## config.mk

```make
export PLATFORM = sky130hd
export DESIGN_NAME = serial_deserializer_flat
export DESIGN_NICKNAME = d
export VERILOG_FILES = /design/src/rtl/serial_deserializer_if.sv /design/src/rtl/serial_deserializer.sv /design/src/flat_wrapper.sv
export SDC_FILE = /design/constraint.sdc
export NUM_CORES = 1
export LEC_CHECK = 0
export CAP_MARGIN = 20
export CORE_MARGIN = 2
export CORE_UTILIZATION = 25
export DETAILED_ROUTE_END_ITERATION = 8
export PLACE_DENSITY = 0.44
export SYNTH_ARGS = -nofsm -noshare
export SYNTH_HDL_FRONTEND = slang
export SYNTH_SLANG_ARGS = --single-unit
```

## constraint.sdc

```tcl
create_clock -name clock -period 2 [get_ports clock]
set_clock_uncertainty 0.2 [all_clocks]
set_input_delay 0.3 -clock clock [delete_from_list [all_inputs] [get_ports clock]]
set_output_delay 0.3 -clock clock [all_outputs]
set_load 0.02 [all_outputs]
```

## src/rtl/serial_deserializer_if.sv

```systemverilog
// ---------------------------------------------------------------------------
// serial_deserializer_if
// Bundles the serial receive inputs and the parallel word output of
// serial_deserializer. The clock and reset are plain module ports.
//   master : the link side and the word consumer (drives EN/RL/start/serial,
//            ready and clr_ovr; observes the word and status flags)
//   slave  : the deserializer
// Signals:
//   EN, RL, start, serial : bit-valid, bit order, frame marker, serial data
//   ready, clr_ovr        : consumer accept, overrun clear
//   data_out, valid       : assembled word and its valid flag
//   busy, overrun         : frame in progress, sticky overrun
//   parity_err            : parity result of the last accepted word
// ---------------------------------------------------------------------------
interface serial_deserializer_if #(
   parameter int unsigned n = 8
);
   logic         EN;
   logic         RL;
   logic         start;
   logic         serial;
   logic         ready;
   logic         clr_ovr;
   logic [n-1:0] data_out;
   logic         valid;
   logic         busy;
   logic         overrun;
   logic         parity_err;

   modport master (
      output EN, RL, start, serial, ready, clr_ovr,
      input  data_out, valid, busy, overrun, parity_err
   );

   modport slave (
      input  EN, RL, start, serial, ready, clr_ovr,
      output data_out, valid, busy, overrun, parity_err
   );
endinterface

```

## src/rtl/serial_deserializer.sv

```systemverilog
// ---------------------------------------------------------------------------
// serial_deserializer
// Serial-to-parallel receiver. A frame begins with a bit qualified by
// EN && start and carries n data bits, MSB-first (RL=0) or LSB-first (RL=1),
// the order being latched at frame start. A separate shift register lets
// the next frame arrive while the previous word is held on data_out.
// Completed words are offered on valid/ready; a completion while a word is
// still unconsumed drops the new word and sets the sticky overrun flag.
//
// Optional feature, macro SERIAL_DESERIALIZER_PARITY_EN:
//   each frame carries one extra odd-parity bit after the data bits, handled
//   in state PAR; parity_err reports the result of the last accepted word.
//   Without the macro, frames are n bits and parity_err is tied to 0.
//
// Ports:
//   clock  : bit clock, rising edge
//   resetn : asynchronous active-low reset
//   bus    : serial_deserializer_if.slave (see interface header)
// ---------------------------------------------------------------------------
module serial_deserializer #(
   parameter int unsigned n = 8
) (
   input  logic                  clock,
   input  logic                  resetn,
   serial_deserializer_if.slave  bus
);

   localparam int unsigned CNT_W = $clog2(n + 1);

`ifdef SERIAL_DESERIALIZER_PARITY_EN
   typedef enum logic [1:0] {IDLE, SHIFT, PAR} state_t;
`else
   typedef enum logic [0:0] {IDLE, SHIFT} state_t;
`endif

   state_t             state_q, state_d;
   logic [n-1:0]       sr_q, sr_d;
   logic [CNT_W-1:0]   cnt_q, cnt_d;
   logic               dir_q, dir_d;
   logic [n-1:0]       data_q, data_d;
   logic               valid_q, valid_d;
   logic               ovr_q, ovr_d;
   logic               busy_q, busy_d;
   logic               done_c;
   logic [n-1:0]       word_c;
`ifdef SERIAL_DESERIALIZER_PARITY_EN
   logic               perr_q, perr_d;
   logic               perr_c;
`endif

   // Shift one bit in; lsb_first places the first bit of a frame in the LSB.
   function automatic logic [n-1:0] shift_in(input logic [n-1:0] cur,
                                              input logic d,
                                              input logic lsb_first);
      return lsb_first ? {d, cur[n-1:1]} : {cur[n-2:0], d};
   endfunction

   // Next-state: framing, word completion and the output handshake.
   always_comb begin
      state_d = state_q;
      sr_d    = sr_q;
      cnt_d   = cnt_q;
      dir_d   = dir_q;
      data_d  = data_q;
      valid_d = valid_q;
      ovr_d   = ovr_q;
      done_c  = 1'b0;
      word_c  = sr_q;
`ifdef SERIAL_DESERIALIZER_PARITY_EN
      perr_d  = perr_q;
      perr_c  = 1'b0;
`endif

      // start always wins: a partial frame is silently discarded.
      if (bus.EN && bus.start) begin
         dir_d   = bus.RL;
         sr_d    = shift_in(sr_q, bus.serial, bus.RL);
         cnt_d   = CNT_W'(1);
         state_d = SHIFT;
      end else if (bus.EN) begin
         case (state_q)
            SHIFT: begin
               sr_d  = shift_in(sr_q, bus.serial, dir_q);
               cnt_d = cnt_q + CNT_W'(1);
               if (cnt_q == CNT_W'(n - 1)) begin
`ifdef SERIAL_DESERIALIZER_PARITY_EN
                  state_d = PAR;
`else
                  done_c  = 1'b1;
                  word_c  = sr_d;
                  state_d = IDLE;
                  cnt_d   = '0;
`endif
               end
            end
`ifdef SERIAL_DESERIALIZER_PARITY_EN
            PAR: begin
               // Odd parity: data bits plus parity bit must XOR to 1.
               done_c  = 1'b1;
               word_c  = sr_q;
               perr_c  = ~((^sr_q) ^ bus.serial);
               state_d = IDLE;
               cnt_d   = '0;
            end
`endif
            default: ;
         endcase
      end

      // Clear first so a same-cycle overrun set takes priority.
      if (bus.clr_ovr) ovr_d = 1'b0;

      if (done_c) begin
         if (!valid_q || bus.ready) begin
            data_d  = word_c;
            valid_d = 1'b1;
`ifdef SERIAL_DESERIALIZER_PARITY_EN
            perr_d  = perr_c;
`endif
         end else begin
            ovr_d = 1'b1;
         end
      end else if (valid_q && bus.ready) begin
         valid_d = 1'b0;
      end

      busy_d = (state_d != IDLE);
   end

   // State and output registers.
   always_ff @(posedge clock or negedge resetn) begin
      if (!resetn) begin
         state_q <= IDLE;
         sr_q    <= '0;
         cnt_q   <= '0;
         dir_q   <= 1'b0;
         data_q  <= '0;
         valid_q <= 1'b0;
         ovr_q   <= 1'b0;
         busy_q  <= 1'b0;
`ifdef SERIAL_DESERIALIZER_PARITY_EN
         perr_q  <= 1'b0;
`endif
      end else begin
         state_q <= state_d;
         sr_q    <= sr_d;
         cnt_q   <= cnt_d;
         dir_q   <= dir_d;
         data_q  <= data_d;
         valid_q <= valid_d;
         ovr_q   <= ovr_d;
         busy_q  <= busy_d;
`ifdef SERIAL_DESERIALIZER_PARITY_EN
         perr_q  <= perr_d;
`endif
      end
   end

   assign bus.data_out = data_q;
   assign bus.valid    = valid_q;
   assign bus.busy     = busy_q;
   assign bus.overrun  = ovr_q;
`ifdef SERIAL_DESERIALIZER_PARITY_EN
   assign bus.parity_err = perr_q;
`else
   assign bus.parity_err = 1'b0;
`endif

endmodule

```

## src/flat_wrapper.sv

```systemverilog
// flat-port wrapper written by rule: the top's interface ports become plain ports
module serial_deserializer_flat 
#(
   parameter int unsigned n = 8
)
  (clock, resetn, bus_EN, bus_RL, bus_start, bus_serial, bus_ready, bus_clr_ovr, bus_data_out, bus_valid, bus_busy, bus_overrun, bus_parity_err);
  serial_deserializer_if #(.n(n)) bus_i ();
  input  logic clock;
  input  logic resetn;
  input wire logic [$bits(bus_i.EN)-1:0] bus_EN;
  input wire logic [$bits(bus_i.RL)-1:0] bus_RL;
  input wire logic [$bits(bus_i.start)-1:0] bus_start;
  input wire logic [$bits(bus_i.serial)-1:0] bus_serial;
  input wire logic [$bits(bus_i.ready)-1:0] bus_ready;
  input wire logic [$bits(bus_i.clr_ovr)-1:0] bus_clr_ovr;
  output wire logic [$bits(bus_i.data_out)-1:0] bus_data_out;
  output wire logic [$bits(bus_i.valid)-1:0] bus_valid;
  output wire logic [$bits(bus_i.busy)-1:0] bus_busy;
  output wire logic [$bits(bus_i.overrun)-1:0] bus_overrun;
  output wire logic [$bits(bus_i.parity_err)-1:0] bus_parity_err;
  assign bus_i.EN = bus_EN;
  assign bus_i.RL = bus_RL;
  assign bus_i.start = bus_start;
  assign bus_i.serial = bus_serial;
  assign bus_i.ready = bus_ready;
  assign bus_i.clr_ovr = bus_clr_ovr;
  assign bus_data_out = bus_i.data_out;
  assign bus_valid = bus_i.valid;
  assign bus_busy = bus_i.busy;
  assign bus_overrun = bus_i.overrun;
  assign bus_parity_err = bus_i.parity_err;
  serial_deserializer #(.n(n)) u_core (.clock(clock), .resetn(resetn), .bus(bus_i));
endmodule
```

# After elaboration in Yosys (flattened, before gate mapping)
# Index checks and enable logic that the tools add are counted.
# op_classes
n_reduce_logical,10
n_mux,27
n_addsub,1
n_eq_ne,2
# op_table
op,n
$mux W8,9
$mux W4,4
$mux W1,14
$reduce_and A2 Y1,3
$reduce_bool A2 Y1,3
$add A4 B1 Y4 const B,1
$eq A4 B3 Y1 const B,1
$logic_and A1 B1 Y1,2
$ne A2 B2 Y1 const B,1
$logic_not A1 Y1,1
$logic_or A1 B1 Y1,1
# word_totals
input_bits,8
word_cells,47
ff_bits,24

# Logic depth before layout (Yosys ltp)
# depth
depth_word,7
mapped_depth,6
ltp_nobuf,5

# Worst setup path before layout
# OpenSTA, ideal clock, no wires.
# synth_path
path_type,register -> register
startpoint,register u_core.cnt_q[0]
endpoint,"register u_core.data_q[3], in the netlist u_core.bus.data_out[3]"
path_buffers,1
path_slack_ns,0.315
t_arrival_ns,1.412
synth_period_minus_slack_ns,1.685
path_stages_with_launch,7
t_required_ns,1.727
path_cell_list,dfrtp_1 > ha_1 > nand4b_4 > nor4b_4 > buf_6 > nor2_1 > a21oi_2
# synth_via
elab_chain_len,6
# synth_rtl
element,line_no,source
"start, declared",serial_deserializer.sv:38,"logic [CNT_W-1:0] cnt_q, cnt_d;"
"start signal, assigned",serial_deserializer.sv:147,cnt_q <= cnt_d;
$eq A4 B3 Y1 (*),serial_deserializer.sv:85,if (cnt_q == CNT_W'(n - 1)) begin
$mux W1,serial_deserializer.sv:85,
$mux W1,serial_deserializer.sv:81,case (state_q)
$mux W1,serial_deserializer.sv:80,end else if (bus.EN) begin
$mux W1,serial_deserializer.sv:75,if (bus.EN && bus.start) begin
$reduce_and A2 Y1 (no source line),n/a,
"end signal, assigned",serial_deserializer.sv:149,data_q <= data_d;
"end, declared",serial_deserializer.sv:40,"logic [n-1:0] data_q, data_d;"
# Mark *: on every way between the ends. The rest lies on a longest branch, timed or not.
# A chain may end at the register's enable or synchronous reset.

==> impl_metrics.yaml <==
outcome:
  outcome: "complete, no violations"
detailed_routing:
  wl_met2_mm: 1.24
  viasPerCell: 4.68
  dr.pass1.iters: 4
  drt-total-wl_mm: 2.52
  dr_total_vias: 903
  met1Wirelength_mm: 1.17
  top_layer: "met4"
  first_iter_violations: 15
  routedWlPerCell_microns: 13.0
  route.detailed.drc: 0
  routed-wl-met3_microns: 72
  ant_nets: 0
worst_setup_path:
  cp_max_fo: 10
  reg2reg_from: "u_core.cnt_q[0]"
  critPathTopFamily: "buffers and inverters"
  startpoint_type: "register"
  max_stage_delay_ns: 0.63
  crit_path_cell_trace: "clkdlybuf4s50_1"
  end_kind: "output port"
  path_buf_inv: 1
  slowest_stage: "clkdlybuf4s50_1"
  critical_path_class: "register to output port"
  crit_start: "u_core.state_q"
  required_ns: 1.50
  crit_arrival_ns: 1.37
global_routing:
  overflow: 0
  grt_max_degree: 25
  grt_pass1_vias: 874
  grt_use_total_pct: 10.0
  grt_pass1_wl_mm: 4.13
  antenna_found_initial: 0
sta:
  tightest_slew_ns: 0.510
  fin_ws_ns: 0.130
  worst_slew_margin_rel_pct: 66.0
  drv_slew: 0
  period_needed_ns: 1.87
  fmax_mhz: 535
  rsz0062_at_grt: "false"
  finalCritPeriodShare_pct: 93.5
  final.setup.tns_ns: 0
  setup_violations: 0
  hold_viol: 0
cts:
  h-tree-depth: 1
  root_buffer: "clkbuf_8"
  cts_tree: "done"
  clkLatencyLatePin_ns: 0.26
  cts_resized: 0
  post_cts_buffers: 0
  clk_pin_slew_ns: 0.09
  cts-buffers-inserted: 3
  cts_hold_buf: 0
  cts_max_path_buffers: 2
  cts.sinks: 24
synthesis:
  yosys.cell_count.top_type: "dfrtp_1"
  ys.flop_type: "dfrtp_1"
  ys_ff_latch: 24
  ys.warnings.count: 0
  netlist_instances: 115
  netlist-cell-type-count: 31
  synth-edff-count: 0
  synth_top_area_share_pct: 49.4
  synth_common_cells: "dfrtp_1 (24), mux2i_1 (13), nor2_1 (13)"
  ys_seq_area_share_pct: 49.4
  synth.area.top_cells: "dfrtp_1 (49%), mux2i_1 (11%), a21oi_1 (4.5%)"
  syn_area_sq_um: 1210
  syn_nets: 124
  synth_top_area_cell: "dfrtp_1"
  synth.avg_cell_area_sq_um: 10.6
  async_reset_ff_share_pct: 100
final_layout:
  multi_input_area_sq_um: 542
  regArea_sq_um: 602
  antenna_cells: 0
  syn_to_final_growth_pct: 28.2
  layout-drive-gt1-share_pct: 12.9
  nets: 149
  fill_cells: 482
  layout.cells.non_filler: 193
placed_design:
  place_hpwl_mm: 1.89
  post-place-cells: 189
  port_buffers: 18
  place_ws_ns: -0.0455
  gp_congestion: 0.753
power_and_ir_drop:
  ir_worst_vdd_mv: 0.379
  pwr-share-clk_pct: 27.1
  seqPwrFrac_pct: 44.4
  switchingPower_mw: 0.472
  p_leak_nw: 0.684
  comb_power_share_pct: 28.5
  p_int_mw: 1.08
  switching_share_pct: 30.4
  p_per_area_nw_per_um2: 997
floorplanning:
  core_sq_um: 4690
  num_rows: 25
  die_area_sq_um: 5430
  dieHeight_microns: 73.7
  initial_core_util_pct: 25.9
  ios: 20
  dieWidth_microns: 73.7
worst_hold_path:
  holdCritPathClass: "input pin to asynchronous set/reset pin"
job:
  cap_violations: 0
==> cell usage in the layout (no fill, tap or decap), types with 2 or more instances in the layout <==
cell	synthesis	final
nor2_1	13	13
clkdlybuf4s50_1	0	18
mux2i_1	13	13
inv_1	6	6
o21ai_0	7	7
nand2_1	7	7
a21oi_1	11	11
dfrtp_1	24	23
a22oi_1	3	3
nor2b_1	2	2
a21oi_2	2	2
o22a_1	2	2
o22ai_1	4	4
clkbuf_8	0	3
buf_4	1	7
==> sequential cells by signal, indices dropped and copies added, names as in the netlist <==
signal / count
u_core.bus.data_out: 8
u_core.cnt_q: 4
u_core.bus.valid: 1
u_core.sr_q: 8
u_core.state_q: 1
u_core.bus.overrun: 1
u_core.dir_q: 1
==> kinds of logic after synthesis <==
kind of cell,count (synthesis),share of synthesized area [%]
other cells,1,0.309
mux,14,11.8
compound gates,34,17.4
flops,24,49.4
fa+ha+maj,1,1.03
buf+inv,12,5.97
simple gates,29,14.0
==> path summary, 6_finish.rpt <==
path                                     endpoint  slack [ns]  depth (start not counted)
setup / recovery                         bus_busy        0.13                          1
hold / removal                     u_core.sr_q[6]        0.19                          2
setup reg to reg           u_core.bus.data_out[7]        0.27                          6
hold reg to reg            u_core.bus.data_out[4]        0.32                          2
max in group asynchronous          u_core.state_q        1.16                          2
min in group clock         u_core.bus.data_out[4]        0.32                          2
==> final cells by class <==
type | instances | area share [%]
clock buffer | 3 | 2.65
clock inverter | 1 | 1.93
inverter | 6 | 1.45
multi-input combinational | 79 | 34.8
sequential | 24 | 38.6
tap | 54 | 4.34
timing repair buffer | 26 | 16.2
==> metrics by stage <==
stage | util, % | power, mW | hold slack, ns | area (sq um)
after floorplan | - | 0.955 | -0.196 | 1210
after global placement | 31.7 | 1.14 | 0.300 | 1490
after detailed placement | 31.7 | 1.15 | 0.304 | 1490
after CTS | 33.2 | 1.58 | 0.196 | 1560
after global routing | 33.2 | 1.66 | 0.218 | 1560
final | 33.2 | 1.55 | 0.190 | 1560
==> power by group through the flow <==
stage | Sequential (mW) | Combinational (mW) | Clock, mW
final | 0.690 | 0.442 | 0.421
after global routing | 0.708 | 0.490 | 0.458
after CTS | 0.692 | 0.450 | 0.438
after detailed placement | 0.702 | 0.447 | 0
after global placement | 0.700 | 0.444 | 0
after floorplan | 0.728 | 0.226 | 0
==> metal layers <==
| layer | GRT usage, % | vias up |
|---|---|---|
| met5 | 0 | - |
| li1 | - | 453 |
| met1 | 12.7 | 433 |
| met2 | 16.9 | 15 |
| met4 | 4.24 | 0 |
| met3 | 1.37 | 2 |
(Power assumes the default switching activity.)
